===== src/rtl/lbm_pkg.sv =====
// Shared D2Q9 lattice constants and the moment_calc FSM state type.
package lbm_pkg;

  localparam int Q_DIRS            = 9;
  localparam int FRAC_BITS_DEFAULT = 16;

  localparam int CX [Q_DIRS] = '{0, 1, 0, -1, 0, 1, -1, -1, 1};
  localparam int CY [Q_DIRS] = '{0, 0, 1, 0, -1, 1, 1, -1, -1};

  typedef enum logic [2:0] {
    IDLE,
    READ,
    SUM,
    DIV,
    WRITE,
    DONE
  } mc_state_t;

endpackage


===== src/rtl/seq_divider.sv =====
// Signed restoring divider: magnitudes, one quotient bit per cycle, truncation
// toward zero, result saturated to the DATA_WIDTH signed range.
module seq_divider #(
  parameter int DATA_WIDTH = 32,
  parameter int FRAC_BITS  = 16
) (
  input  logic                            Clk,
  input  logic                            Reset,
  input  logic                            start,
  input  logic [DATA_WIDTH+FRAC_BITS-1:0] dividend,
  input  logic [DATA_WIDTH-1:0]           divisor,
  output logic [DATA_WIDTH-1:0]           quotient,
  output logic                            done
);

  localparam int NW = DATA_WIDTH + FRAC_BITS;
  localparam int CW = $clog2(NW);
  localparam logic [NW-1:0] POS_MAX = {{(FRAC_BITS+1){1'b0}}, {(DATA_WIDTH-1){1'b1}}};
  localparam logic [NW-1:0] NEG_MAG = POS_MAX + 1'b1;

  logic [NW-1:0]         quo_reg;
  logic [DATA_WIDTH-1:0] rem_reg;
  logic [DATA_WIDTH-1:0] dsr_reg;
  logic [CW-1:0]         cnt_reg;
  logic                  run_reg;
  logic                  zero_reg;
  logic                  neg_reg;

  logic [NW-1:0]         dvd_mag;
  logic [DATA_WIDTH-1:0] dsr_mag;
  logic [DATA_WIDTH:0]   rem_shift;
  logic [DATA_WIDTH:0]   diff;
  logic                  qbit;

  assign dvd_mag   = dividend[NW-1] ? (~dividend + 1'b1) : dividend;
  assign dsr_mag   = divisor[DATA_WIDTH-1] ? (~divisor + 1'b1) : divisor;
  // quo_reg shifts the dividend out at the top while quotient bits enter at the bottom
  assign rem_shift = {rem_reg, quo_reg[NW-1]};
  assign diff      = rem_shift - {1'b0, dsr_reg};
  assign qbit      = ~diff[DATA_WIDTH];

  always_ff @(posedge Clk or negedge Reset) begin
    if (!Reset) begin
      quo_reg  <= '0;
      rem_reg  <= '0;
      dsr_reg  <= '0;
      cnt_reg  <= '0;
      run_reg  <= 1'b0;
      zero_reg <= 1'b0;
      neg_reg  <= 1'b0;
    end else if (start) begin
      rem_reg <= '0;
      dsr_reg <= dsr_mag;
      cnt_reg <= '0;
      if (divisor == '0) begin
        quo_reg  <= '0;
        neg_reg  <= 1'b0;
        run_reg  <= 1'b0;
        zero_reg <= 1'b1;
      end else begin
        quo_reg  <= dvd_mag;
        neg_reg  <= dividend[NW-1] ^ divisor[DATA_WIDTH-1];
        run_reg  <= 1'b1;
        zero_reg <= 1'b0;
      end
    end else begin
      zero_reg <= 1'b0;
      if (run_reg) begin
        quo_reg <= {quo_reg[NW-2:0], qbit};
        rem_reg <= qbit ? diff[DATA_WIDTH-1:0] : rem_shift[DATA_WIDTH-1:0];
        cnt_reg <= cnt_reg + 1'b1;
        if (cnt_reg == CW'(NW-1)) run_reg <= 1'b0;
      end
    end
  end

  assign done = (run_reg && (cnt_reg == CW'(NW-1))) || zero_reg;

  always_comb begin
    quotient = quo_reg[DATA_WIDTH-1:0];
    if (!neg_reg) begin
      if (quo_reg > POS_MAX) quotient = {1'b0, {(DATA_WIDTH-1){1'b1}}};
    end else begin
      if (quo_reg > NEG_MAG) quotient = {1'b1, {(DATA_WIDTH-1){1'b0}}};
      else                   quotient = ~quo_reg[DATA_WIDTH-1:0] + 1'b1;
    end
  end

endmodule


===== src/rtl/moment_calc.sv =====
// Sweeps the fin RAM cell by cell, forms the D2Q9 density and momentum and
// writes density plus the two velocity components (momentum / density).
module moment_calc
  import lbm_pkg::*;
#(
  parameter int GRID_DIM      = 16*16,
  parameter int DATA_WIDTH    = 32,
  parameter int ADDRESS_WIDTH = $clog2(GRID_DIM),
  parameter int DATA_WIDTH_F  = 9*DATA_WIDTH,
  parameter int FRAC_BITS     = FRAC_BITS_DEFAULT
) (
  input  logic                     Clk,
  input  logic                     Reset,
  input  logic                     start,
  output logic                     busy,
  output logic                     done,
  output logic [ADDRESS_WIDTH-1:0] fin_addr,
  input  logic [DATA_WIDTH_F-1:0]  fin_data,
  output logic [ADDRESS_WIDTH-1:0] wr_addr,
  output logic                     WE_p_mem,
  output logic                     WE_ux_mem,
  output logic                     WE_uy_mem,
  output logic [DATA_WIDTH-1:0]    p_data,
  output logic [DATA_WIDTH-1:0]    ux_data,
  output logic [DATA_WIDTH-1:0]    uy_data
);

  localparam int ACC_W = DATA_WIDTH + 4;

  mc_state_t state_reg, state_next;
  logic [ADDRESS_WIDTH-1:0] idx_reg, idx_next;
  logic [ADDRESS_WIDTH-1:0] fin_addr_reg;
  logic [DATA_WIDTH-1:0]    rho_reg;

  logic signed [ACC_W-1:0] lane_ext [Q_DIRS];
  logic signed [ACC_W-1:0] rho_acc, jx_acc, jy_acc;
  logic [DATA_WIDTH-1:0]   rho_sum, jx_sum, jy_sum;
  logic [DATA_WIDTH-1:0]   ux_q, uy_q;
  logic                    ux_done, uy_done;
  logic                    div_start;
  logic                    we;
  logic                    unused_hi;

  for (genvar gi = 0; gi < Q_DIRS; gi++) begin : g_lane
    assign lane_ext[gi] = {{(ACC_W-DATA_WIDTH){fin_data[(gi+1)*DATA_WIDTH-1]}},
                           fin_data[(gi+1)*DATA_WIDTH-1 -: DATA_WIDTH]};
  end

  always_comb begin
    rho_acc = '0;
    jx_acc  = '0;
    jy_acc  = '0;
    for (int i = 0; i < Q_DIRS; i++) begin
      rho_acc = rho_acc + lane_ext[i];
      if (CX[i] > 0)      jx_acc = jx_acc + lane_ext[i];
      else if (CX[i] < 0) jx_acc = jx_acc - lane_ext[i];
      if (CY[i] > 0)      jy_acc = jy_acc + lane_ext[i];
      else if (CY[i] < 0) jy_acc = jy_acc - lane_ext[i];
    end
  end

  // Wider accumulation, then two's-complement wrap back to the word width
  assign rho_sum   = rho_acc[DATA_WIDTH-1:0];
  assign jx_sum    = jx_acc[DATA_WIDTH-1:0];
  assign jy_sum    = jy_acc[DATA_WIDTH-1:0];
  assign unused_hi = ^{rho_acc[ACC_W-1:DATA_WIDTH], jx_acc[ACC_W-1:DATA_WIDTH],
                       jy_acc[ACC_W-1:DATA_WIDTH]};

  // jx/jy are latched inside the dividers' operand registers on the SUM edge
  assign div_start = (state_reg == SUM);

  seq_divider #(.DATA_WIDTH(DATA_WIDTH), .FRAC_BITS(FRAC_BITS)) u_div_ux (
    .Clk      (Clk),
    .Reset    (Reset),
    .start    (div_start),
    .dividend ({jx_sum, {FRAC_BITS{1'b0}}}),
    .divisor  (rho_sum),
    .quotient (ux_q),
    .done     (ux_done)
  );

  seq_divider #(.DATA_WIDTH(DATA_WIDTH), .FRAC_BITS(FRAC_BITS)) u_div_uy (
    .Clk      (Clk),
    .Reset    (Reset),
    .start    (div_start),
    .dividend ({jy_sum, {FRAC_BITS{1'b0}}}),
    .divisor  (rho_sum),
    .quotient (uy_q),
    .done     (uy_done)
  );

  always_ff @(posedge Clk or negedge Reset) begin
    if (!Reset) begin
      state_reg    <= IDLE;
      idx_reg      <= '0;
      fin_addr_reg <= '0;
      rho_reg      <= '0;
    end else begin
      state_reg    <= state_next;
      idx_reg      <= idx_next;
      fin_addr_reg <= fin_addr;
      if (state_reg == SUM) rho_reg <= rho_sum;
    end
  end

  always_comb begin
    state_next = state_reg;
    idx_next   = idx_reg;
    case (state_reg)
      IDLE: if (start) begin
        state_next = READ;
        idx_next   = '0;
      end
      READ:  state_next = SUM;
      SUM:   state_next = DIV;
      DIV:   if (ux_done && uy_done) state_next = WRITE;
      WRITE: begin
        if (idx_reg == ADDRESS_WIDTH'(GRID_DIM-1)) begin
          state_next = DONE;
        end else begin
          state_next = READ;
          idx_next   = idx_reg + 1'b1;
        end
      end
      DONE:    state_next = IDLE;
      default: state_next = IDLE;
    endcase
  end

  assign we        = (state_reg == WRITE);
  assign WE_p_mem  = we;
  assign WE_ux_mem = we;
  assign WE_uy_mem = we;
  assign wr_addr   = idx_reg;
  assign p_data    = we ? rho_reg : '0;
  assign ux_data   = we ? ux_q    : '0;
  assign uy_data   = we ? uy_q    : '0;
  assign fin_addr  = (state_reg == READ) ? idx_reg : fin_addr_reg;
  assign busy      = (state_reg != IDLE);
  assign done      = (state_reg == DONE);

endmodule


===== config.mk =====
export PLATFORM = sky130hd
export DESIGN_NAME = moment_calc
export DESIGN_NICKNAME = d
export VERILOG_FILES = /design/src/rtl/lbm_pkg.sv /design/src/rtl/seq_divider.sv /design/src/rtl/moment_calc.sv
export SDC_FILE = /design/constraint.sdc
export NUM_CORES = 2
export LEC_CHECK = 0
export ABC_AREA = 1
export BUFFER_PORTS_ARGS = -buffer_cell sky130_fd_sc_hd__buf_2
export CAP_MARGIN = 20
export CORE_AREA = 4 4 260 312
export DETAILED_ROUTE_END_ITERATION = 8
export DIE_AREA = 0 0 264 316
export HOLD_SLACK_MARGIN = 0.12
export PLACE_DENSITY = 0.67
export SYNTH_ARGS = -nofsm -noshare
export SYNTH_HDL_FRONTEND = slang
export SYNTH_SLANG_ARGS = --single-unit
export TNS_END_PERCENT = 10

===== constraint.sdc =====
create_clock -name Clk -period 7.86 [get_ports Clk]
set_input_delay 1.572 -clock Clk [delete_from_list [all_inputs] [get_ports Clk]]
set_output_delay 1.572 -clock Clk [all_outputs]
set_load 0.02 [all_outputs]

==> metrics.md <==
| Metric | Value |
|---|---|
| Min-Delay Path Class | reg2reg |
| Die W | 264 um |
| Top-area cell type share of the netlist area | 0.233 |
| Status | completed |
| H-tree depth | 1 |
| Die area | ~83000 um^2 |
| Path depth of the worst reg2reg path | 20 |
| DRT iter0 DRCs | approximately 2800 |
| Cell area after layout | ~43000 um^2 |
| FFs w/ async S/R, synth | 1.00 |
| Library cells used by synthesis | 65 |
| Vias in the first global route | 37800 |
| Max transition margin | 0.258 |
| Final wirelength | roughly 130 mm |
| GRT overflow | 0 |
| Crit path max fanout | 24 |
| Crit end category | flop |
| Initial Utilization | 0.507 |
| Area Growth Syn to Fin | 10.0% |
| Cts repair resizes | 0 |
| # nets final | 6992 |
| Hold_buf cts | 0 |
| Routed len/inst | roughly 18 um |
| HPWL after detailed placement | 110 mm |
| Initial antenna violation count | 2 |
| First-pass GRT wire length | 203 mm |
| Startpoint Class | input pin |
| RSZ-0062 raised after global routing | no |
| GR Util met2 | 0.546 |
| TNS Setup | 0 ps |
| Clk pin slew, worst setup/hold paths | roughly 60 ps |
| Reg2reg setup slack | roughly 4200 ps |
| Cells after Synth | between 5000 and 6000 |
| Non-filler cells, final | slightly above 7000 |
| Most frequent cells in the layout | inv_1 (1405), nand2_1 (1330), fa_1 (461) |
| TritonCTS Sinks | 259 |
| Most common cell after layout, fill and taps aside | inv_1 |
| Setup bufs post-CTS | 0 |
| Inst Count DP | 7068 |
| Number of flops mapped to enable cells by yosys | 0 |
| Area after DPL | approximately 43000 um^2 |
| Syn Nets | 6639 |
| Via count | between 30000 and 40000 |
| Final WS setup | approximately 1400 ps |
| GRT Util Overall | 0.305 |
| Largest cells by area after synthesis | fa_1 (23%), dfrtp_1 (16%), inv_1 (13%), nand2_1 (13%), ha_1 (5.3%) |
| M1 GR Usage | 0.387 |
| MaxCap Viol Count | 0 |
| Die Ht | ~320 um |
| Core Region | between 70000 and 80000 um^2 |
| Post-DRT Antenna Nets | 0 |
| Yosys warns | 0 |
| Area leader, netlist | fa_1 |
| Critical Path Source | fin_data[225] |
| Final Hold Fails | 0 |
| Yosys reg bits | roughly 260 |
| Num rows | roughly 110 |
| CTS tree | built |
| DR pass1 iterations | 6 |
| Num CTS Buffers | 28 |
| Crit Reg-Reg Startpoint | u_div_ux.quo_reg[47] |
| Setup-failing EPs final | 0 |
| Final Critical Period | 6500 ps |
| Post-Syn Area | a little under 40000 um^2 |
| Worst Max-Slew Pin Slew | approximately 1100 ps |
| DRC viols | 0 |
| Port bufs | between 400 and 500 |
| Kind of critical path | in2reg |
| Dpl ws | 788 ps |
| Busiest grt layer | met2 |
| Ports | just over 400 |
| Post-route clock period utilization | 0.827 |
| Clock Tree Buf Depth | 3 |
| Worst-Skew Late Latency | 590 ps |
| R2r endpoint | u_div_ux.rem_reg[6] |
| Routability Congestion | approximately 1 |
| Critical Path RT | ~8400 ps |
| Main synth FF type | dfrtp_1 |
| Fillcell total | 7819 |
| Vias/cell | ~5.3 |
| Share of cells above drive strength 1 | 0.0987 |
| Worst Path Arrival | 7010 ps |
| Sequential area share after synthesis | 0.164 |
| Max-slew violation count | 0 |
| Largest net degree at the start of global routing | between 100 and 150 |
| GR Util met3 | 0.0199 |
| Final Skew | ~43 ps |
| Synth Area per Inst | a little under 7 um^2 |
| CP endpoint | u_div_ux.quo_reg[34] |
| FMAX | 154 MHz |
| CTS Root Cell | clkbuf_16 |
-- synthesized netlist by cell type (56+ instances only) --
| cell | number |
|---|---|
| inv_1 | 1405 |
| dfrtp_1 | 259 |
| fa_1 | 461 |
| nor3_1 | 79 |
| nand4_1 | 104 |
| nand3_1 | 355 |
| ha_1 | 168 |
| xnor2_1 | 56 |
| xor2_1 | 88 |
| o22ai_1 | 61 |
| nand2_1 | 1331 |
| nor2_1 | 460 |
| a21oi_1 | 221 |
| clkbuf_1 | 57 |
| o21ai_0 | 215 |
-- kinds of logic after synthesis --
family / after synthesis / synth area share
DFF: 259 / 0.164
and+or+nand+nor: 2480 / 0.270
xor gates and xnor gates: 147 / 0.0331
buffers and inverters: 1536 / 0.148
muxes: 1 / 0.000253
AOI/OAI and AO/OA: 667 / 0.0981
adders and majority gates: 629 / 0.287
-- metrics by stage --
step	hold slack [ps]	utilization
floorplan	432	-
global placement	450	0.546
detailed placement	460	0.546
CTS	469	0.558
global route	489	0.558
finish	459	0.558
-- final cells by class --
class                           count  area, um^2  share of cell area
Clock buffer                       37         764              0.0176
Inverter                         1429        5370               0.123
Antenna cell                        2        5.00            0.000115
Clock inverter                     11         150             0.00345
Multi-Input combinational cell   3924       27200               0.626
Sequential cell                   259        6480               0.149
Timing Repair Buffer              430        2230              0.0513
Tap cell                         1026        1280              0.0295
-- worst max-delay path, cell delays in order --
cell	delay (ps)
buf_2	140
inv_1	70
fa_1	490
fa_1	500
inv_1	60
fa_1	470
inv_1	70
ha_1	480
inv_1	110
fa_1	410
inv_1	150
nand3_1	110
nand2_1	170
nand2_1	110
nand2_1	170
nand2_1	90
nand2_1	80
nand4_1	120
nand2_1	110
nand2_1	60
nand2_1	660
buf_4	270
nand2_1	70
xnor2_1	240
nand2_1	80
a21oi_1	130
-- worst min-delay path by stage --
stage	from	to	slack (ps)	depth (start not counted)
after floorplan	u_div_ux.cnt_reg[5]	u_div_ux.cnt_reg[5]	430	1
after global placement	u_div_ux.cnt_reg[5]	u_div_ux.cnt_reg[5]	450	1
after detailed placement	u_div_uy.cnt_reg[5]	u_div_uy.cnt_reg[5]	460	1
after CTS	u_div_ux.cnt_reg[5]	u_div_ux.cnt_reg[5]	470	1
after global routing	u_div_ux.cnt_reg[5]	u_div_ux.cnt_reg[5]	490	1
final	u_div_ux.cnt_reg[5]	u_div_ux.cnt_reg[5]	460	1
-- layer usage --
layer  vias to the layer above  share of wire
met1                     17900           0.41
met2                      1193           0.50
met3                       207          0.048
met4                         0          0.048
li1                      18200              -
met5                         -              0
Power is not shown: default switching activity piles up to over one toggle a cycle in this logic, so the estimate is an artifact.
